--- src/rtl/multi_channel_pattern_blinker.sv ---
// Plays CHANNELS serial bit patterns MSB first on an LED bus, one bit per TICK_RATE clocks,
// with a valid/ready load port, loop/one-shot modes and a shadow set swapped in at pass boundaries.
//
// state | meaning
// IDLE  | LEDs dark; waiting for a load (or launching a load queued at a one-shot end)
// RUN   | playing the active pattern set; loads land in the shadow register
module multi_channel_pattern_blinker #(
    parameter int CHANNELS      = 2,
    parameter int MESSAGE_WIDTH = 32,
    parameter int TICK_RATE     = 100
) (
    input  logic                                 CLK,
    input  logic                                 RESET_N,
    input  logic [CHANNELS*MESSAGE_WIDTH-1:0]    blink_pattern,
    input  logic                                 load_valid,
    output logic                                 load_ready,
    input  logic                                 loop_mode,
    input  logic                                 STOP,
    output logic [CHANNELS-1:0]                  LED,
    output logic                                 START,
    output logic                                 DONE,
    output logic                                 busy,
    output logic [$clog2(MESSAGE_WIDTH)-1:0]     blink_index
);

    localparam int PW = CHANNELS * MESSAGE_WIDTH;
    localparam int IW = $clog2(MESSAGE_WIDTH);
    localparam int TW = $clog2(TICK_RATE + 1);
    localparam logic [IW-1:0] IDX_MSB   = IW'(MESSAGE_WIDTH - 1);
    localparam logic [TW-1:0] TICK_LAST = TW'(TICK_RATE - 1);

    typedef enum logic {S_IDLE, S_RUN} state_t;

    state_t              state, state_nxt;
    logic [PW-1:0]       active, active_nxt;
    logic [PW-1:0]       shadow, shadow_nxt;
    logic                active_mode, active_mode_nxt;
    logic                shadow_mode, shadow_mode_nxt;
    logic                pending, pending_nxt;
    logic [TW-1:0]       tick_cnt, tick_nxt;
    logic [IW-1:0]       idx_nxt;
    logic [CHANNELS-1:0] led_nxt;
    logic                start_nxt, done_nxt;
    logic                accept, tick_last;

    function automatic logic [CHANNELS-1:0] bits_at(input logic [PW-1:0] pat,
                                                     input logic [IW-1:0] idx);
        logic [CHANNELS-1:0]      r;
        logic [MESSAGE_WIDTH-1:0] ch;
        r = '0;
        for (int c = 0; c < CHANNELS; c++) begin
            ch   = pat[c*MESSAGE_WIDTH +: MESSAGE_WIDTH];
            r[c] = ch[idx];
        end
        return r;
    endfunction

    assign busy       = (state == S_RUN);
    assign load_ready = !pending;

    always_comb begin
        state_nxt       = state;
        active_nxt      = active;
        shadow_nxt      = shadow;
        active_mode_nxt = active_mode;
        shadow_mode_nxt = shadow_mode;
        pending_nxt     = pending;
        tick_nxt        = tick_cnt;
        idx_nxt         = blink_index;
        led_nxt         = LED;
        start_nxt       = 1'b0;
        done_nxt        = 1'b0;
        accept          = load_valid && !pending && !STOP;
        tick_last       = (tick_cnt == TICK_LAST);

        case (state)
            S_IDLE: begin
                if (STOP) begin
                    pending_nxt = 1'b0;
                end else if (pending || accept) begin
                    // A pending set here was queued on the edge a one-shot pass ended.
                    active_nxt      = pending ? shadow : blink_pattern;
                    active_mode_nxt = pending ? shadow_mode : loop_mode;
                    pending_nxt     = 1'b0;
                    state_nxt       = S_RUN;
                    idx_nxt         = IDX_MSB;
                    tick_nxt        = '0;
                    start_nxt       = 1'b1;
                    led_nxt         = bits_at(active_nxt, IDX_MSB);
                end
            end
            S_RUN: begin
                if (STOP) begin
                    state_nxt   = S_IDLE;
                    led_nxt     = '0;
                    pending_nxt = 1'b0;
                    done_nxt    = 1'b1;
                    idx_nxt     = IDX_MSB;
                    tick_nxt    = '0;
                end else begin
                    if (!tick_last) begin
                        tick_nxt = tick_cnt + TW'(1);
                    end else begin
                        tick_nxt = '0;
                        if (blink_index != '0) begin
                            idx_nxt = blink_index - IW'(1);
                            led_nxt = bits_at(active, idx_nxt);
                        end else if (pending) begin
                            active_nxt      = shadow;
                            active_mode_nxt = shadow_mode;
                            pending_nxt     = 1'b0;
                            idx_nxt         = IDX_MSB;
                            start_nxt       = 1'b1;
                            led_nxt         = bits_at(shadow, IDX_MSB);
                        end else if (active_mode) begin
                            idx_nxt   = IDX_MSB;
                            start_nxt = 1'b1;
                            led_nxt   = bits_at(active, IDX_MSB);
                        end else begin
                            state_nxt = S_IDLE;
                            idx_nxt   = IDX_MSB;
                            led_nxt   = '0;
                            done_nxt  = 1'b1;
                        end
                    end
                    // Accepting on a swap edge is impossible (pending is set), so the
                    // swap above always uses the older shadow contents.
                    if (accept) begin
                        shadow_nxt      = blink_pattern;
                        shadow_mode_nxt = loop_mode;
                        pending_nxt     = 1'b1;
                    end
                end
            end
            default: state_nxt = S_IDLE;
        endcase
    end

    always_ff @(posedge CLK or negedge RESET_N) begin
        if (!RESET_N) begin
            state       <= S_IDLE;
            active      <= '0;
            shadow      <= '0;
            active_mode <= 1'b0;
            shadow_mode <= 1'b0;
            pending     <= 1'b0;
            tick_cnt    <= '0;
            blink_index <= IDX_MSB;
            LED         <= '0;
            START       <= 1'b0;
            DONE        <= 1'b0;
        end else begin
            state       <= state_nxt;
            active      <= active_nxt;
            shadow      <= shadow_nxt;
            active_mode <= active_mode_nxt;
            shadow_mode <= shadow_mode_nxt;
            pending     <= pending_nxt;
            tick_cnt    <= tick_nxt;
            blink_index <= idx_nxt;
            LED         <= led_nxt;
            START       <= start_nxt;
            DONE        <= done_nxt;
        end
    end

endmodule

--- config.mk ---
export PLATFORM = sky130hd
export DESIGN_NAME = multi_channel_pattern_blinker
export DESIGN_NICKNAME = d
export VERILOG_FILES = /design/src/rtl/multi_channel_pattern_blinker.sv
export SDC_FILE = /design/constraint.sdc
export NUM_CORES = 1
export LEC_CHECK = 0
export BUFFER_PORTS_ARGS = -buffer_cell sky130_fd_sc_hd__buf_2
export CORE_ASPECT_RATIO = 0.8
export CORE_MARGIN = 8
export CORE_UTILIZATION = 40
export CTS_CLUSTER_DIAMETER = 80
export DETAILED_ROUTE_END_ITERATION = 7
export HOLD_SLACK_MARGIN = 0.05
export SYNTH_ARGS = -nofsm -noshare
export SYNTH_HDL_FRONTEND = slang
export SYNTH_SLANG_ARGS = --single-unit
--- constraint.sdc ---
create_clock -name CLK -period 3.4 [get_ports CLK]
set_input_delay 0.17 -clock CLK [delete_from_list [all_inputs] [get_ports CLK]]
set_output_delay 0.17 -clock CLK [all_outputs]
set_load 0.02 [all_outputs]
* Yosys cells after proc, flatten, opt, wreduce, memory -nomap -nowiden
Cells that the tools add are included.
** Storage, ports and cells
- Input bits :: 69
- Output and inout port bits :: 11
- Register bits :: 148
- Word-level logic and storage cells :: 102
** Cells by class
- Eq/ne operators :: 11
- Magnitude comparators :: 1
- Bitwise gates (word level) :: 2
- Add/sub/neg operators :: 2
- Reductions and logical operators :: 11
- Mux-type cells :: 64
** Operator list (number)
- 64-bit 2-to-1 mux :: 7
- 64-bit case mux with 2 select lines :: 1
- 1-bit 2-to-1 mux :: 31
- 7-bit 2-to-1 mux :: 4
- 5-bit 2-to-1 mux :: 5
- 2-bit 2-to-1 mux :: 7
- 7-bit case mux with 2 select lines :: 1
- 1-bit binary-select mux with 5-bit select :: 2
- 5-bit case mux with 2 select lines :: 1
- 3-bit AND reduction :: 3
- 2-bit inequality test (second input constant) :: 4
- 1-bit case mux with 2 select lines :: 4
- 7-bit by 1-bit adder with 7-bit output (second input constant) :: 1
- 7-bit equality test (second input constant) :: 1
- 5-bit by 6-bit < comparator with 1-bit output (second input constant) :: 1
- 6-bit AND reduction :: 1
- 5-bit nonzero test :: 1
- 5-bit by 1-bit subtractor with 5-bit output (second input constant) :: 1
- 2-bit by 1-bit inequality test with 1-bit output (second input constant) :: 2
- 4-bit by 2-bit inequality test with 1-bit output (second input constant) :: 1
- 4-bit inequality test (second input constant) :: 1
- 2-bit case mux with 2 select lines :: 1
- 3-bit by 2-bit inequality test with 1-bit output (second input constant) :: 1
- 3-bit inequality test (second input constant) :: 1
- other kinds (5) :: 8

* Longest topological paths before layout
- Depth after elaboration :: 7
- Gate-level depth with buffers :: 11
- Mapped depth without buffers :: 7

* Least setup slack after synthesis
Ideal clock, no wire load.
- Path kind :: register to register
- Start point :: register blink_index[0]
- End point :: register LED[1]
- Stages on the path, launching flop included :: 10
- Clock period less this slack :: 2847 ps
- Path buffers :: 2
- Slack :: 553 ps
- Library setup time :: 138 ps
- Arrival :: 2708 ps
- Path through :: dfstp_2 -> buf_4 -> buf_2 -> inv_1 -> ha_1 -> xor2_2 -> mux4_2 -> nand2b_1 -> a2111oi_1 -> a31oi_1
** On the way
- Cells in the longest elaborated chain, start to end :: 7
- Elaborated cells between the ends (all ways) :: 8
** RTL lines
- start: declaration :: line 23 : output logic [$clog2(MESSAGE_WIDTH)-1:0] blink_index
- start signal: assignment :: line 160 : blink_index <= idx_nxt;
- 5-bit by 1-bit subtractor with 5-bit output :: line 106 : idx_nxt = blink_index - IW'(1);
- 1-bit binary-select mux with 5-bit select :: line 53 : r[c] = ch[idx];
- 1-bit 2-to-1 mux (not written as such) :: line 53
- 2-bit 2-to-1 mux (*) :: line 105 : if (blink_index != '0) begin
- 2-bit 2-to-1 mux (*) :: line 101 : if (!tick_last) begin
- 2-bit 2-to-1 mux (*) :: line 93 : if (STOP) begin
- 2-bit case mux with 2 select lines (*) :: line 76 : case (state)
- end signal: assignment :: line 161 : LED <= led_nxt;
- end: declaration :: line 19 : output logic [CHANNELS-1:0] LED,
Every way passes the cells marked *; elsewhere a longest branch is shown, timed or not. The select of a mux whose other input is x is not followed.
A chain may end at the register's enable or synchronous reset.

* Worst setup path in the final report
Ends and elaborated chain as after synthesis.

==> metrics.txt <==
outcome=complete, no violations; Congestion Overflow GR=0; vias in the first global route=5330; Leak=0.003873 µW; Nets=794; post-synthesis mux area share=25.32%; TNS Setup=0 ns; Reg power frac=42.5%; slew of the pin with the lowest slew margin=1.169 ns; crit path DAT=3.06 ns; sequential share of the synthesized area=52.13%; CP max FO=10; DRT Wirelength=16030 µm; Layout Area Growth over Synthesis=27.07%; switching power=2162 µW; Post-DP HPWL=10880 µm; post-route antenna net violation count=0; vias per cell=5.082; DRC=0; Setup crit start kind=register; RSZ-0062 raised after global routing=false; CTS tree=yes; Slew Limit Fails=0; Post-Syn Instances=584; cell with the most instances after synthesis=dfrtp_1; Net Count, Synth=655; maximum vdd drop=0.3932 mV; Layout Skew=0.02360 ns; Resized Gates After CTS=0; Critical Path RT=3.69 ns; Main synth FF type=dfrtp_1; fmax=0.3616 GHz; Synth top cells by count=dfrtp_1 (143), nor2_1 (78), mux2i_1 (72); CTS Root Cell=clkbuf_16; synth top area cells=dfrtp_1 (50%), mux2_2 (10%), mux2i_1 (10%); pwr dens=786.6 mW/mm²; Post-CTS Setup Inserts=0; Finished Layout Cells=962; post-synthesis xor/xnor area fraction=0.4747%; placed cells=862; per-cell routed wire length=16.67 µm; CTS clk-pin slew, worst paths=0.06 ns; max_cap viols=0; Ys Warns=0; first-pass GRT wire length=26950 µm; Mean Syn Cell Area=12.19 µm²; CTS Buf Count=17; Tmin final=2.766 ns; Post-synth EDFFs=0; Compound-Gate Fraction of Synth Area=10.18%; largest family of logic cells by synthesized area=multiplexers; largest net degree at the start of global routing=108; post-synthesis simple-gate area fraction=7.947%; Max clock buf depth=2; Pre-antenna DRT Iters=4; Int Power=4951 µW; Synth area leader=dfrtp_1; Iteration-0 DRC Markers=228; Sw Ratio=30.39%; clock power share=28.0%; Slew HR=21.25%; die area=0.02234 mm²; clock latency at the later pin of the worst-skew pair=0.43 ns; FFs w/ async S/R, synth=100.0%; row count=43; Post-Synthesis Cell Area=0.007117 mm²; layout cells sized above 1=33.42%; count of cell types in the netlist=47; Die Y=135.3 µm; initial antenna violation count=1; share of the synthesized area in the top cell type=50.28%; CP endpoint kind=register; WS Path Type=register to register; hold crit path type=primary input to register; logic gate share of total power=29.5%; Fin. Hold Viols=0; IO Port Bufs=79; via count=4889; GRT Overall Usage=15.37%; FF+latch count, synth=148; Tot Pwr=7113 µW; Setup violations, final=0; htree depth=4; clk sinks=148; # IOs=80; die width=165.1 µm; post-synthesis adder-cell area fraction=0.3516%; Post-CTS Hold Fix Bufs=67; routability cong.=0.8467; Initial Util=40.95%; core area=0.01738 mm²; Tcrit/Tclk final=81.35%
## sequential cells by signal (all words and copies together) (netlist names)
register,count
active,64
shadow,64
tick_cnt,7
blink_index,5
LED,2
DONE,1
START,1
active_mode,1
busy,1
pending,1
shadow_mode,1
## layer usage
metal	routed length (µm)	global-route usage, %	vias to the layer above	part of all wire, %
li1	-	-	2371	-
met1	7705	20.40	2398	48
met2	7381	23.83	103	46
met3	718	4.435	17	4.5
met4	229	4.895	0	1.4
met5	0	0	-	0
## cell families after synthesis
logic type                 after synthesis
muxes                                  153
DFF                                    148
and+or+nand+nor                        126
AOI/OAI and AO/OA                      108
buffers and inverters                   44
xor gates and xnor gates                 3
adders and majority gates                2
## critical path, stage by stage, from the launching register on
cell and delay (ns):
dfstp_2 0.52, inv_1 0.06, ha_1 0.30, xor2_2 0.54
mux4_2 0.57, nand2b_1 0.15, a2111oi_1 0.35, a31oi_1 0.14
## stage by stage
stage	hold slack [ns]	setup slack, ns	util, %	cell area [µm²]
after floorplan	-0.1256	0.5530	-	7117
after global placement	0.3616	0.7240	44.52	7737
after detailed placement	0.3738	0.6503	44.52	7737
after CTS	0.09087	0.6370	52.03	9041
after global routing	0.1615	0.5022	52.04	9044
final	0.1149	0.6342	52.04	9044
## power by group through the flow
stage	Clock [µW]	Sequential (µW)	Combinational, µW
5_1_grt	2130	3140	2330
3_5_place_dp	0	3050	2060
2_1_floorplan	0	2910	1620
3_3_place_gp	0	2990	1990
6_report	1990	3020	2100
4_1_cts	2050	3020	2140
## path summary, 6_finish.rpt
path,from,to,slack [ns],cells after the start
max,blink_index[0],LED[1],0.63,7
min,load_valid,START,0.11,3
max reg2reg,blink_index[0],LED[1],0.63,7
min reg2reg,tick_cnt[6],tick_cnt[6],0.49,1
max in group asynchronous,RESET_N,shadow[14],2.04,3
min in group asynchronous,RESET_N,shadow[30],0.45,2
## layout by cell type, fill, tap and decap left out, types with 4 or more instances in the layout
| cell type | count |
|---|---|
| dlygate4sd3_1 | 67 |
| nor2_1 | 77 |
| mux2_2 | 66 |
| a31oi_1 | 6 |
| nand2b_1 | 6 |
| a21oi_1 | 40 |
| dfrtp_1 | 143 |
| buf_4 | 8 |
| mux2i_1 | 72 |
| dfstp_2 | 5 |
| mux4_2 | 15 |
| nor2b_1 | 5 |
| o21ai_0 | 13 |
| clkbuf_16 | 17 |
| nand3_1 | 5 |
| bufinv_16 | 4 |
| a21oi_2 | 31 |
| buf_2 | 78 |
| inv_1 | 5 |
| nor3_1 | 4 |
| nand2_1 | 15 |
| buf_12 | 5 |
| clkinvlp_4 | 4 |
## cell type report
class	instances	area [µm²]
fill	1505	8334
sequential	148	3710
multi-input combinational	392	3166
timing repair buffer	159	1232
clock buffer	21	460.4
tap	225	281.5
clock inverter	11	172.7
inverter	5	18.77
antenna	1	2.502
(Power assumes the default switching activity.)
